[src/rtl/space_inv_pkg.sv]
// Shared types and default geometry for the space-invaders sprite blocks.
package space_inv_pkg;

    localparam int unsigned PIX_W = 11;
    localparam int unsigned SUM_W = 12;

    localparam int unsigned DEF_OBJECT_WIDTH_X  = 64;
    localparam int unsigned DEF_OBJECT_HEIGHT_Y = 64;
    localparam int unsigned DEF_INIT_X          = 288;
    localparam int unsigned DEF_INIT_Y          = 208;
    localparam int unsigned DEF_SPEED_X         = 2;
    localparam int unsigned DEF_X_MAX           = 639;
    localparam int unsigned DEF_BLINK_FRAMES    = 32;

    typedef enum logic [1:0] {
        IDLE       = 2'd0,
        MOVE_RIGHT = 2'd1,
        MOVE_LEFT  = 2'd2
    } mv_state_t;

endpackage

[src/rtl/sprite_window_cmp.sv]
// Combinational window test: is the pixel inside the sprite, and where within it.
module sprite_window_cmp
    import space_inv_pkg::*;
#(
    parameter int unsigned OBJECT_WIDTH_X  = DEF_OBJECT_WIDTH_X,
    parameter int unsigned OBJECT_HEIGHT_Y = DEF_OBJECT_HEIGHT_Y,
    parameter int unsigned TOP_Y           = DEF_INIT_Y
)(
    input  logic [PIX_W-1:0] pixel_x,
    input  logic [PIX_W-1:0] pixel_y,
    input  logic [PIX_W-1:0] top_left_x,
    output logic             inside_c,
    output logic [PIX_W-1:0] offset_x_c,
    output logic [PIX_W-1:0] offset_y_c
);

    localparam logic [SUM_W-1:0] TOP_Y_W    = SUM_W'(TOP_Y);
    localparam logic [SUM_W-1:0] BOTTOM_Y_W = SUM_W'(TOP_Y + OBJECT_HEIGHT_Y);

    logic [SUM_W-1:0] px_w;
    logic [SUM_W-1:0] py_w;
    logic [SUM_W-1:0] left_w;
    logic [SUM_W-1:0] right_w;
    logic             in_x;
    logic             in_y;

    // Bounds are evaluated one bit wider so right/bottom edges never wrap.
    assign px_w    = {1'b0, pixel_x};
    assign py_w    = {1'b0, pixel_y};
    assign left_w  = {1'b0, top_left_x};
    assign right_w = left_w + SUM_W'(OBJECT_WIDTH_X);

    assign in_x     = (px_w >= left_w) && (px_w < right_w);
    assign in_y     = (py_w >= TOP_Y_W) && (py_w < BOTTOM_Y_W);
    assign inside_c = in_x && in_y;

    assign offset_x_c = inside_c ? (pixel_x - top_left_x)     : '0;
    assign offset_y_c = inside_c ? (pixel_y - PIX_W'(TOP_Y))  : '0;

endmodule

[src/rtl/sprite_window_driver.sv]
// Horizontally bouncing sprite: position FSM plus registered window/offset outputs.
// Optional blink feature enabled by defining SPRITE_WINDOW_BLINK_EN.
module sprite_window_driver
    import space_inv_pkg::*;
#(
    parameter int unsigned OBJECT_WIDTH_X  = DEF_OBJECT_WIDTH_X,
    parameter int unsigned OBJECT_HEIGHT_Y = DEF_OBJECT_HEIGHT_Y,
    parameter int unsigned INIT_X          = DEF_INIT_X,
    parameter int unsigned INIT_Y          = DEF_INIT_Y,
    parameter int unsigned SPEED_X         = DEF_SPEED_X,
    parameter int unsigned X_MAX           = DEF_X_MAX,
    parameter int unsigned BLINK_FRAMES    = DEF_BLINK_FRAMES
)(
    input  logic             clk,
    input  logic             resetN,
    input  logic [PIX_W-1:0] pixelX,
    input  logic [PIX_W-1:0] pixelY,
    input  logic             startOfFrame,
    input  logic             enable,
    output logic [PIX_W-1:0] offsetX,
    output logic [PIX_W-1:0] offsetY,
    output logic             InsideRectangle,
    output logic [PIX_W-1:0] topLeftX
);

    localparam logic [SUM_W-1:0] WIDTH_W     = SUM_W'(OBJECT_WIDTH_X);
    localparam logic [SUM_W-1:0] SPEED_W     = SUM_W'(SPEED_X);
    localparam logic [SUM_W-1:0] RIGHT_LIMIT = SUM_W'(X_MAX + 1);
    localparam logic [PIX_W-1:0] RIGHT_PARK  = PIX_W'(X_MAX + 1 - OBJECT_WIDTH_X);
    localparam logic [PIX_W-1:0] SPEED_P     = PIX_W'(SPEED_X);
    localparam logic [PIX_W-1:0] INIT_X_P    = PIX_W'(INIT_X);

    if (BLINK_FRAMES == 0 || OBJECT_WIDTH_X > X_MAX + 1) begin : g_param_check
        $error("sprite_window_driver: BLINK_FRAMES must be nonzero and sprite must fit in X_MAX");
    end

    mv_state_t        state;
    mv_state_t        state_nxt;
    logic [PIX_W-1:0] x_nxt;
    logic [SUM_W-1:0] right_edge_nxt;
    logic             sof_d;
    logic             sof_rise;
    logic             visible;
    logic             inside_c;
    logic [PIX_W-1:0] offset_x_c;
    logic [PIX_W-1:0] offset_y_c;

    // Long startOfFrame pulses still produce only one step.
    assign sof_rise = startOfFrame & ~sof_d;

    always_ff @(posedge clk or negedge resetN) begin
        if (!resetN) begin
            sof_d <= 1'b0;
        end else begin
            sof_d <= startOfFrame;
        end
    end

    // State and position register.
    always_ff @(posedge clk or negedge resetN) begin
        if (!resetN) begin
            state    <= IDLE;
            topLeftX <= INIT_X_P;
        end else begin
            state    <= state_nxt;
            topLeftX <= x_nxt;
        end
    end

    // Next-state and next-position logic; moves only on a frame edge.
    always_comb begin
        state_nxt      = state;
        x_nxt          = topLeftX;
        right_edge_nxt = {1'b0, topLeftX} + WIDTH_W + SPEED_W;
        if (sof_rise) begin
            case (state)
                IDLE: begin
                    if (enable) begin
                        state_nxt = MOVE_RIGHT;
                    end
                end
                MOVE_RIGHT: begin
                    if (!enable) begin
                        state_nxt = IDLE;
                    end else if (right_edge_nxt > RIGHT_LIMIT) begin
                        x_nxt     = RIGHT_PARK;
                        state_nxt = MOVE_LEFT;
                    end else begin
                        x_nxt = topLeftX + SPEED_P;
                    end
                end
                MOVE_LEFT: begin
                    if (!enable) begin
                        state_nxt = IDLE;
                    end else if (topLeftX < SPEED_P) begin
                        x_nxt     = '0;
                        state_nxt = MOVE_RIGHT;
                    end else begin
                        x_nxt = topLeftX - SPEED_P;
                    end
                end
                default: begin
                    state_nxt = IDLE;
                end
            endcase
        end
    end

`ifdef SPRITE_WINDOW_BLINK_EN
    localparam int unsigned BLINK_CNT_W = (BLINK_FRAMES > 1) ? $clog2(BLINK_FRAMES) : 1;

    logic [BLINK_CNT_W-1:0] blink_cnt;

    // Frame counter toggles visibility every BLINK_FRAMES edges, independent of enable.
    always_ff @(posedge clk or negedge resetN) begin
        if (!resetN) begin
            blink_cnt <= '0;
            visible   <= 1'b1;
        end else if (sof_rise) begin
            if (blink_cnt == BLINK_CNT_W'(BLINK_FRAMES - 1)) begin
                blink_cnt <= '0;
                visible   <= ~visible;
            end else begin
                blink_cnt <= blink_cnt + BLINK_CNT_W'(1);
            end
        end
    end
`else
    assign visible = 1'b1;
`endif

    sprite_window_cmp #(
        .OBJECT_WIDTH_X  (OBJECT_WIDTH_X),
        .OBJECT_HEIGHT_Y (OBJECT_HEIGHT_Y),
        .TOP_Y           (INIT_Y)
    ) u_cmp (
        .pixel_x    (pixelX),
        .pixel_y    (pixelY),
        .top_left_x (topLeftX),
        .inside_c   (inside_c),
        .offset_x_c (offset_x_c),
        .offset_y_c (offset_y_c)
    );

    // Window outputs lag the pixel coordinates by one clock.
    always_ff @(posedge clk or negedge resetN) begin
        if (!resetN) begin
            InsideRectangle <= 1'b0;
            offsetX         <= '0;
            offsetY         <= '0;
        end else begin
            InsideRectangle <= inside_c & visible;
            offsetX         <= visible ? offset_x_c : '0;
            offsetY         <= visible ? offset_y_c : '0;
        end
    end

endmodule

[config.mk]
export PLATFORM = sky130hd
export DESIGN_NAME = sprite_window_driver
export DESIGN_NICKNAME = d
export VERILOG_FILES = /design/src/rtl/space_inv_pkg.sv /design/src/rtl/sprite_window_cmp.sv /design/src/rtl/sprite_window_driver.sv
export SDC_FILE = /design/constraint.sdc
export NUM_CORES = 1
export LEC_CHECK = 0
export BUFFER_PORTS_ARGS = -buffer_cell sky130_fd_sc_hd__buf_2
export CAP_MARGIN = 20
export CELL_PAD_IN_SITES_DETAIL_PLACEMENT = 1
export CELL_PAD_IN_SITES_GLOBAL_PLACEMENT = 1
export CORE_UTILIZATION = 41
export DETAILED_ROUTE_END_ITERATION = 8
export GPL_ROUTABILITY_DRIVEN = 0
export PLACE_DENSITY = 0.77
export RECOVER_POWER = 50
export SETUP_SLACK_MARGIN = 0.02
export SYNTH_ARGS = -nofsm -noshare
export SYNTH_HDL_FRONTEND = slang
export SYNTH_SLANG_ARGS = --single-unit
[constraint.sdc]
create_clock -name clk -period 3.4 [get_ports clk]
set_clock_uncertainty 0.05 [all_clocks]
set_input_delay 0.17 -clock clk [delete_from_list [all_inputs] [get_ports clk]]
set_output_delay 0.17 -clock clk [all_outputs]
set_load 0.05 [all_outputs]
==> summary.md <==
| Metric | Value |
|---|---|
| Fin crit share | `0.905` |
| Most used routing layer | `met2` |
| Clock Path Buffers | `2` |
| # port buffers | `58` |
| Power per cell area | `806 nW/um^2` |
| Syn nets | `346` |
| Worst r2r src | `topLeftX[7]$_DFFE_PN0P_` |
| Top-area cell type share of the netlist area | `0.323` |
| Share of layout cells above drive strength 1 | `0.169` |
| Count leader, synth | `dfrtp_1` |
| CTS tree | `built` |
| WL final | `7.19 mm` |
| R2R cell count | `11` |
| Min-delay src | `pixelY[4]` |
| # diodes | `0` |
| CTS Buf Count | `5` |
| Number of distinct library cells after synthesis | `58` |
| Leading area contributor after synthesis | `dfrtp_1` |
| Setup TNS | `0 ns` |
| Non-filler cells, final | `431` |
| Final min period | `3.08 ns` |
| Critical Path Sink Type | `flop` |
| Clk sinks | `36` |
| Leakage Power | `0.00142 uW` |
| Final #Nets | `404` |
| Core area | `6060 um^2` |
| Synth area leaders | `dfrtp_1, ha_1, o21ai_0` |
| CTS root buffer | `clkbuf_8` |
| Met2 GRT Util | `0.379` |
| Via Count | `2459` |
| Failing checks | `max-capacitance violations, max-slew violations` |
| I/O pin count | `60` |
| Initial antenna violation count | `0` |
| Placed instance count | `421` |
| Setup-failing EPs final | `0` |
| Max_slew headroom | `-0.356` |
| Min-Delay Endpoint | `offsetY[4]$_DFF_PN0_` |
| Grt met1 use | `0.313` |
| F_max | `325 MHz` |
| Worst-Margin Slew | `2.03 ns` |
| Die Area | `6750 um^2` |
| Vias in the first global route | `2445` |
| Slowest CP cell | `dfrtp_1` |
| CTS H-tree lvls | `2` |
| Sw Pwr | `1240 uW` |
| Flop2flop setup slack | `0.32 ns` |
| Worst min-delay path class | `input port to flop` |
| Seq pwr share | `0.268` |
| Max stage delay on crit path | `0.53 ns` |
| First-pass GRT wire length | `11.8 mm` |
| Crit-path max FO | `16` |
| Cell area after layout | `3060 um^2` |
| Maxcap violations | `1` |
| Pins Over Slew Limit | `37` |
| Buf+Inv Stages, Crit Path | `2` |
| Max IR drop VDD | `0.469 mV` |
| Critical path, cell by cell | `ha_1 -> xor2_1 -> inv_1 -> ha_1 -> a21o_1 -> a21o_1 -> a21oi_1 -> o311ai_1 -> a22o_2 -> inv_2 -> o311a_1` |
| Number of synthesized flops with an enable pin | `0` |
| Largest net degree at the start of global routing | `37` |
| Top delay family on crit path | `compound AO/OA/AOI/OAI gates` |
| Area Growth Syn to Fin | `16.2%` |
| Met3 Use GR | `0.0418` |
| FFs w/ async S/R, synth | `1.00` |
| Crit path launch type | `flop` |
| Vias per cell | `5.71` |
| Clock Latency Late Sink | `0.30 ns` |
| Prevailing post-synth register cell | `dfrtp_1` |
| Status | `complete, but fails checks` |
| DR pass1 iterations | `4` |
| GRT Total Usage | `0.232` |
| Sequential-to-total area share from yosys stat | `0.343` |
| Count of state elements after synthesis | `36` |
| Gate power share | `0.575` |
| Reg-to-Reg End | `offsetX[7]$_DFF_PN0_` |
| Initial Utilization | `0.435` |
| GRT overflow | `0` |
| Arrival time at the worst endpoint | `3.27 ns` |
| Worst path required time | `3.59 ns` |
| Remaining antenna violation count after routing | `0` |
| Die height | `82.2 um` |
| Sw Share | `0.503` |
| Yosys synthesis warning count | `0` |
| Cell Area, Placed | `2960 um^2` |
| Die W | `82.2 um` |
| Synth Cell Area | `2640 um^2` |
| Clock power share | `0.157` |
| Critical path class | `flop to flop` |
| FP Rows | `28` |
| Most frequent cells after synthesis | `dfrtp_1, nor2_1, ha_1` |
| Pint | `1230 uW` |
| RSZ-0062 raised after global routing | `no` |
| HPWL Detailed | `5.67 mm` |
| Initial DRC count | `159` |
| Hold Fails Final Rpt | `0` |
| Syn Inst Count | `297` |
| DRC Markers | `0` |
| Syn avg cell area | `8.88 um^2` |
| Wire length per cell | `16.7 um` |
| Hold path cells | `2` |
| CTS clk-pin slew, worst paths | `0.08 ns` |
## stage by stage
step	worst slack, ns	total power, uW	hold WS (ns)	util
floorplan	0.467	1730	-0.176	-
global placement	0.512	2030	0.240	0.489
detailed placement	0.353	2080	0.243	0.489
CTS	0.342	2480	0.00481	0.511
global route	0.0910	2650	0.0101	0.506
finish	0.322	2470	0.0182	0.506
## power groups by stage
stage          sequential (uW)  combinational, uW  clock (uW)
3_5_place_dp               669               1410           0
3_3_place_gp               663               1370           0
5_1_grt                    682               1550         420
2_1_floorplan              776                958           0
4_1_cts                    660               1420         400
6_report                   661               1420         388
## sequential cells by signal (all words and copies together), names as in the netlist
name and flops:
offsetX 11, state 2, sof_d 1, InsideRectangle 1, offsetY 11, topLeftX 10
## worst max-delay path by stage
stage / from / endpoint / slack (ns) / cells past startpoint
after global routing: topLeftX[6]$_DFFE_PN0P_ / offsetX[7]$_DFF_PN0_ / 0.09 / 11
after detailed placement: topLeftX[6]$_DFFE_PN0P_ / offsetX[7]$_DFF_PN0_ / 0.35 / 11
after CTS: topLeftX[6]$_DFFE_PN0P_ / offsetX[7]$_DFF_PN0_ / 0.34 / 11
after global placement: topLeftX[7]$_DFFE_PN0P_ / offsetX[7]$_DFF_PN0_ / 0.51 / 11
after floorplan: topLeftX[7]$_DFFE_PN0P_ / offsetX[7]$_DFF_PN0_ / 0.47 / 11
final: topLeftX[7]$_DFFE_PN0P_ / offsetX[7]$_DFF_PN0_ / 0.32 / 11
## cells by family after synthesis
logic type	Yosys count	synth area share
other	2	0.00285
XOR/XNOR	14	0.0551
AO/OA/AOI/OAI	76	0.196
multiplexers	1	0.00380
AND/OR/NAND/NOR	112	0.231
buffers and inverters	33	0.0574
adder cells (fa/ha/maj)	23	0.112
flip-flops	36	0.343
## timing repair
action                                 CTS  global route
resized for setup                        0             0
buffers inserted                         0             0
hold buffers                             2             0
endpoints found under the hold margin   35             0
## metal layers
metal | wire [um] | vias to the layer above | share of wire
met1 | 3510 | 1214 | 0.49
met5 | 0 | - | 0
met2 | 3270 | 56 | 0.46
met3 | 326 | 6 | 0.045
li1 | - | 1183 | -
met4 | 73 | 0 | 0.010
## placed cells by master (no fill, tap or decap), drive strengths merged, types with 3 or more instances in the layout
| cell type | instances |
|---|---|
| buf | 35 |
| dfrtp | 34 |
| clkbuf | 29 |
| nor2 | 25 |
| inv | 23 |
| ha | 22 |
| o21ai | 20 |
| nand2 | 19 |
| a21oi | 18 |
| nor3 | 17 |
| a21o | 8 |
| nor4 | 8 |
| and2 | 7 |
| nand3 | 7 |
| xnor2 | 7 |
| xor2 | 6 |
| and3 | 6 |
| a31oi | 5 |
| nand4 | 4 |
| or2 | 4 |
| nand2b | 4 |
| nand3b | 3 |
| o22ai | 3 |
| a2111oi | 3 |
## area by class of cell
cell class / count / area (um^2)
multi-input combinational: 228 / 1580
sequential: 36 / 903
clock inverter: 3 / 42.5
inverter: 23 / 86.3
fill: 771 / 3000
timing repair buffer: 61 / 288
clock buffer: 5 / 68.8
tap: 75 / 93.8
Note: power is estimated with default switching activity, not from simulation.
